### config.mk
export PLATFORM = sky130hd
export DESIGN_NAME = width_upsizer
export DESIGN_NICKNAME = d
export VERILOG_FILES = /design/src/rtl/width_upsizer_pkg.sv /design/src/rtl/width_upsizer.sv
export SDC_FILE = /design/constraint.sdc
export NUM_CORES = 1
export LEC_CHECK = 0
export BUFFER_PORTS_ARGS = -buffer_cell sky130_fd_sc_hd__buf_2
export CORE_MARGIN = 5
export CORE_UTILIZATION = 35
export CTS_BUF_LIST = sky130_fd_sc_hd__clkbuf_8
export DETAILED_ROUTE_END_ITERATION = 10
export PLACE_DENSITY = 0.63
export SLEW_MARGIN = 10
export SYNTH_ARGS = -nofsm -noshare
export SYNTH_HDL_FRONTEND = slang
export SYNTH_SLANG_ARGS = --single-unit
### constraint.sdc
create_clock -name clock -period 4.3 [get_ports clock]
set_input_delay 0.215 -clock clock [delete_from_list [all_inputs] [get_ports clock]]
set_output_delay 0.215 -clock clock [all_outputs]
set_load 0.1 [all_outputs]
### src/rtl/width_upsizer_pkg.sv
// Shared helpers for width_upsizer: counter sizing and the lane index type for
// the default build (WIDTH=8, RATIO=4).
package width_upsizer_pkg;

    localparam int DEFAULT_WIDTH = 8;
    localparam int DEFAULT_RATIO = 4;

    // Width of the lane counter; it only has to hold 0..ratio-1.
    function automatic int lane_count_width(input int ratio);
        return (ratio < 2) ? 1 : $clog2(ratio);
    endfunction

    localparam int DEFAULT_LANE_COUNT_WIDTH = $clog2(DEFAULT_RATIO);

    typedef logic [DEFAULT_LANE_COUNT_WIDTH-1:0] lane_idx_t;

endpackage

### src/rtl/width_upsizer.sv
// Packs RATIO successive narrow words into one wide word behind a write_enable/full,
// read_enable/empty interface. Optional partial-word flush: WIDTH_UPSIZER_FLUSH_EN.
module width_upsizer
    import width_upsizer_pkg::*;
#(
    parameter int WIDTH = DEFAULT_WIDTH,
    parameter int RATIO = DEFAULT_RATIO
) (
    input  logic                     clock,
    input  logic                     resetn,
    input  logic                     write_enable,
    input  logic [WIDTH-1:0]         write_data,
    output logic                     full,
    input  logic                     read_enable,
    output logic [WIDTH*RATIO-1:0]   read_data,
    output logic                     empty
`ifdef WIDTH_UPSIZER_FLUSH_EN
    ,
    input  logic                     flush,
    output logic [$clog2(RATIO+1)-1:0] read_lane_count
`endif
);

    localparam int LCW  = lane_count_width(RATIO);
    localparam int OW   = WIDTH * RATIO;
    localparam int SW   = WIDTH * (RATIO - 1);
    localparam logic [LCW-1:0] LAST_LANE = LCW'(RATIO - 1);

    // Handshake: a write is taken on a rising edge when write_enable && !full, a
    // read when read_enable && !empty; requests against a busy side are dropped
    // without side effects, so a producer simply holds its request until taken.

    logic [WIDTH-1:0] staging [RATIO-1];
    logic [LCW-1:0]   lane_count;
    logic [OW-1:0]    out_word;
    logic             output_valid;
    logic [SW-1:0]    staged_word;
    logic             last_lane;
    logic             write_accept;
    logic             read_accept;

    assign last_lane   = (lane_count == LAST_LANE);
    assign read_accept = read_enable && output_valid;
    assign empty       = !output_valid;
    assign read_data   = out_word;

    always_comb begin
        staged_word = '0;
        for (int i = 0; i < RATIO - 1; i++) begin
            staged_word[i*WIDTH +: WIDTH] = staging[i];
        end
    end

`ifdef WIDTH_UPSIZER_FLUSH_EN
    localparam int RLCW = $clog2(RATIO + 1);

    logic            flush_fire;
    logic [OW-1:0]   flush_word;
    logic [RLCW-1:0] lane_count_out;

    // Unfilled lanes read as zero so a consumer can ignore read_lane_count safely.
    always_comb begin
        flush_word = '0;
        for (int i = 0; i < RATIO - 1; i++) begin
            if (i < int'(lane_count)) begin
                flush_word[i*WIDTH +: WIDTH] = staging[i];
            end
        end
    end

    // A flush only lands when the output slot is free or being vacated this cycle.
    assign flush_fire      = flush && (lane_count != '0) && (!output_valid || read_accept);
    assign full            = (output_valid && last_lane) || flush;
    assign write_accept    = write_enable && !full;
    assign read_lane_count = lane_count_out;
`else
    assign full         = output_valid && last_lane;
    assign write_accept = write_enable && !full;
`endif

    always_ff @(posedge clock or negedge resetn) begin
        if (!resetn) begin
            lane_count   <= '0;
            out_word     <= '0;
            output_valid <= 1'b0;
            for (int i = 0; i < RATIO - 1; i++) begin
                staging[i] <= '0;
            end
`ifdef WIDTH_UPSIZER_FLUSH_EN
            lane_count_out <= '0;
`endif
        end else begin
            if (read_accept) begin
                output_valid <= 1'b0;
            end
`ifdef WIDTH_UPSIZER_FLUSH_EN
            if (flush_fire) begin
                out_word       <= flush_word;
                lane_count_out <= RLCW'(lane_count);
                output_valid   <= 1'b1;
                lane_count     <= '0;
            end else
`endif
            if (write_accept) begin
                if (last_lane) begin
                    // full guarantees the slot is empty or being read this cycle.
                    out_word     <= {write_data, staged_word};
                    output_valid <= 1'b1;
                    lane_count   <= '0;
`ifdef WIDTH_UPSIZER_FLUSH_EN
                    lane_count_out <= RLCW'(RATIO);
`endif
                end else begin
                    staging[lane_count] <= write_data;
                    lane_count          <= lane_count + LCW'(1);
                end
            end
        end
    end

endmodule

==> results of run 1 <==
path summary, 6_finish.rpt:
kind | to | slack, ns | depth (start not counted) | start
min in group clock | output_valid | 0.06 | 2 | read_enable
max in group asynchronous | read_data[29] | 3.80 | 2 | resetn
worst min register to register | read_data[20] | 0.50 | 1 | staged_word[20]
worst min-delay path | read_data[19] | 0.03 | 2 | resetn
worst max-delay path | read_data[21] | 2.45 | 3 | lane_count[0]
worst max register to register | read_data[21] | 2.45 | 3 | lane_count[0]
layout by cell type, fill, tap and decap left out:
master / instances
dfrtp_1: 59
mux2_2: 28
and2_1: 1
nand3b_4: 1
buf_4: 1
clkbuf_8: 11
o21ai_0: 2
inv_1: 3
ha_1: 4
clkinvlp_4: 1
nand3b_2: 3
or3b_2: 1
clkinv_2: 4
mux2_4: 29
buf_2: 45
a21boi_0: 1
synthesized netlist by cell type (all sizes together):
| cell type | instances | area share |
|---|---|---|
| a21boi | 1 | 0.0031 |
| and2 | 1 | 0.0026 |
| buf | 4 | 0.017 |
| dfrtp | 59 | 0.61 |
| ha | 4 | 0.021 |
| inv | 3 | 0.0047 |
| mux2 | 57 | 0.31 |
| nand3b | 4 | 0.022 |
| o21ai | 2 | 0.0041 |
| or3b | 1 | 0.0036 |
layout make-up:
| class | count | area, sq um |
|---|---|---|
| flip-flops and latches | 59 | 1480 |
| clock inverters | 5 | 27.5 |
| clock buffers | 11 | 151 |
| inverters | 3 | 11.3 |
| repair buffers | 46 | 233 |
| well taps | 80 | 100 |
| fillers | 628 | 3870 |
| multi-input cells | 70 | 887 |
registers in the layout, indices dropped and copies added, names as in the netlist:
register / flops
lane_count: 2
output_valid: 1
read_data: 32
staged_word: 24
through the flow:
| stage | std cells | hold WS [ns] | area [sq um] | setup WS [ns] | utilization |
|---|---|---|---|---|---|
| after CTS | 274 | 0.0416 | 2890 | 2.43 | 0.427 |
| final | 274 | 0.0267 | 2890 | 2.45 | 0.427 |
| after detailed placement | 258 | 0.402 | 2710 | 2.44 | 0.401 |
| after global placement | 258 | 0.399 | 2710 | 2.48 | 0.401 |
| after global routing | 274 | 0.0464 | 2890 | 2.31 | 0.427 |
| after floorplan | 136 | -0.0806 | 2420 | 2.68 | - |
layer usage:
metal  global-route usage  share of wire
met1                0.146           0.47
met5                    0              0
met2                0.145           0.44
met3               0.0539          0.072
met4               0.0623          0.022
cell families (layout without fill, tap and decap cells):
group / count (synthesis) / count (layout)
flip-flops: 59 / 59
multiplexers: 57 / 57
buffers and inverters: 7 / 65
AND/OR/NAND/NOR: 6 / 6
adder cells (fa/ha/maj): 4 / 4
AO/OA/AOI/OAI: 3 / 3
==> results.yml, run 1 <==
status:
  outcome: "complete, no violations"
place:
  hpwl_um: 2730
  port_buffers: 45
  globalplace.congestion: 0.730
clock_network:
  ctsHoldBuffers: 0
  clk_transition_reported_paths_ns: 0.07
  cts_buffers: 9
  cts_sinks: 59
  tritoncts: "done"
  post_cts_resized: 0
  post_cts_buffers: 0
  clockRootBuffer: "clkbuf_8"
  cts.path.max_buffers: 2
  clk_latency_ns: 0.33
  ctsHtreeMaxLevel: 3
die:
  initial_core_util: 0.358
  fp.dieArea_sq_um: 8660
  die_x_um: 93.1
  die_h_um: 93.1
  io-pin-count: 46
  std_cell_rows: 30
  core-area_sq_um: 6760
critical_path:
  path_max_fanout: 33
  critical_path_class: "flop to flop"
  critPathTopFamily: "simple AND/OR/NAND/NOR gates"
  crit_path_cell_trace: "ha_1, nand3b_4, mux2_4"
  cp_slowest_cell: "nand3b_4"
  critPathCaptureType: "flop"
  cp.required_ns: 4.52
  cp.arrival_ns: 2.07
  cp_num_buf_inv: 0
  critical-path-max-stage-delay_ns: 0.52
  cp-start-kind: "flop"
detailed_routing:
  wl_per_cell_um: 15.3
  drtIter0Drc: 55
  via_per_inst: 4.70
  drt_pass1_iterations: 3
  drc: 0
  ant_nets: 0
  finalWirelength_um: 4200
  vias: 1288
grt:
  grt_first_pass_wirelength_um: 7120
  grtUsageTotal: 0.110
  first_global_vias: 1407
  antenna_found_initial: 0
  grt_remaining_overflow: 0
  grt_max_degree: 60
logic_synthesis:
  synth_cell_types: 13
  synth-seq-cells: 59
  synthAdderAreaFrac: 0.0207
  synth_warnings: 0
  synth_xor_xnor_area_share: 0
  synthSimpleGateAreaFrac: 0.0285
  syn_area_sq_um: 2420
  synth_compound_area_frac: 0.00725
  syn_inst: 136
  yosysSeqAreaShare: 0.611
  synth_top_family_by_area: "multiplexers"
  synth_fp_nets: 152
  postSynthAreaPerCell_sq_um: 17.8
  synth_mux_area_frac: 0.311
min_path:
  worstHoldPathType: "input pin to async pin"
timing:
  finClkSkew_ns: 0.00456
  maxSlewHeadroom: 0.521
  maxClockFrequency_mhz: 540
  worst_pin_slew_ns: 0.719
  fin_crit_ns: 1.85
  setup_viol: 0
  setup-tns-final_ns: 0
  rsz0062_at_grt: "false"
  finalMaxSlewViolations: 0
  post-route-period-util: 0.430
  hold_viol: 0
final_layout:
  drive_above_1_share: 0.639
  diodes: 0
  fin_nets: 205
  area_growth_pct: 19.5
job:
  max-cap-violations: 0
Power of run 1 is left out: the tool's default activity adds up to more than one toggle a clock period on the data nets, which glitch-free logic cannot reach.
==> run 2, diff against run 1 <==
- PLACE_DENSITY: 0.63 -> 0.65
- clock period: 4.3 -> 1.6 ns (I/O delays scaled with it)
==> results.yml, run 2 (same netlist as run 1, synthesis figures left out) <==
status:
  outcome: "complete, no violations"
die:
  std_cell_rows: 30
  fp.dieArea_sq_um: 8660
  die_h_um: 93.1
  core-area_sq_um: 6760
  initial_core_util: 0.358
  io-pin-count: 46
  die_x_um: 93.1
grt:
  grt_remaining_overflow: 0
  first_global_vias: 1417
  antenna_found_initial: 0
  grt_first_pass_wirelength_um: 7430
  grt_max_degree: 24
  grtUsageTotal: 0.114
job:
  max-cap-violations: 0
detailed_routing:
  vias: 1305
  via_per_inst: 4.61
  finalWirelength_um: 4330
  drc: 0
  drtIter0Drc: 42
  wl_per_cell_um: 15.3
  ant_nets: 0
  drt_pass1_iterations: 4
final_layout:
  design_area_sq_um: 3090
  largest_reg_flops: 32
  fillers: 606
  diodes: 0
  final_cell_mix: "dfrtp_1 (59), buf_2 (44), mux2_4 (29)"
  fin_nets: 214
  drive_above_1_share: 0.645
  area_growth_pct: 28.1
  layout_commonest_cell: "dfrtp_1"
critical_path:
  endpoint: "read_data[5]"
  reg2reg_slack_ns: 0.11
  critical_path_class: "flop to flop"
  cp.arrival_ns: 1.70
  cp.required_ns: 1.81
  path_max_fanout: 11
  critPathCaptureType: "flop"
  r2r_start: "lane_count[0]"
  ff2ff_path_depth: 4
  cp-start-kind: "flop"
  rr_endpoint: "read_data[5]"
  cp-startpoint: "lane_count[0]"
place:
  hpwl_um: 3090
  globalplace.congestion: 0.649
  dpl_cell_area_sq_um: 2810
  port_buffers: 45
clock_network:
  cts.path.max_buffers: 2
  tritoncts: "done"
  clockRootBuffer: "clkbuf_8"
  cts_buffers: 9
  cts_sinks: 59
  clk_latency_ns: 0.33
  ctsHtreeMaxLevel: 3
  clk_transition_reported_paths_ns: 0.06
timing:
  finClkSkew_ns: 0.00810
  rsz0062_at_grt: "false"
  fin_crit_ns: 1.49
  finalMaxSlewViolations: 0
  post-route-period-util: 0.934
  setup-tns-final_ns: 0
  hold_viol: 0
  maxClockFrequency_mhz: 669
  setup_viol: 0
  worst_pin_slew_ns: 0.537
  maxSlewHeadroom: 0.642
min_path:
  hp-start: "write_data[4]"
  worstHoldPathType: "input pin to flop"
==> run 2: how the worst min path moves through the flow <==
stage | end | slack (ns) | cells after the start
after floorplan | lane_count[0] | -0.22 | 0
after global placement | staged_word[22] | 0.09 | 1
after CTS | staged_word[4] | 0.02 | 2
final | staged_word[20] | 0.03 | 2
after global routing | read_data[28] | 0.02 | 2
after detailed placement | staged_word[22] | 0.1 | 1
==> run 2: critical path, cell delays in order, from the launching register on <==
cell	delay, ns
dfrtp_1	0.36
ha_2	0.27
nand3b_4	0.22
buf_12	0.23
mux2_4	0.29
==> run 2: cell type report <==
| cell class | count | area [sq um] | area share |
|---|---|---|---|
| sequential | 59 | 1480 | 0.477 |
| tap | 80 | 100 | 0.0323 |
| clock buffer | 10 | 138 | 0.0445 |
| inverter | 3 | 11.3 | 0.00364 |
| multi-input combinational | 70 | 907 | 0.293 |
| clock inverter | 6 | 104 | 0.0336 |
| timing repair buffer | 55 | 358 | 0.116 |
==> run 2: layer usage <==
| layer | global-route usage | routed length, um |
|---|---|---|
| met4 | 0.0659 | 116 |
| met5 | 0 | 0 |
| met3 | 0.0418 | 262 |
| met1 | 0.149 | 1990 |
| met2 | 0.161 | 1960 |
==> run 2: timing repair <==
action                                  in CTS  in global routing
endpoints found under the hold margin       21                  0
gates resized for setup                      0                  3
hold buffers                                 2                  0
buffers inserted                             0                  0
endpoints found under the setup margin       0                 42
==> run 2: through the flow <==
stage,hold slack (ns),setup slack (ns),util,instances
floorplan,-0.216,0.115,-,136
finish,0.0320,0.106,0.458,283
global placement,0.0938,0.0875,0.416,265
CTS,0.0185,0.0183,0.455,283
global route,0.0185,0.0215,0.458,283
detailed placement,0.0971,0.0377,0.416,265
Power of run 2 is left out for the same reason.
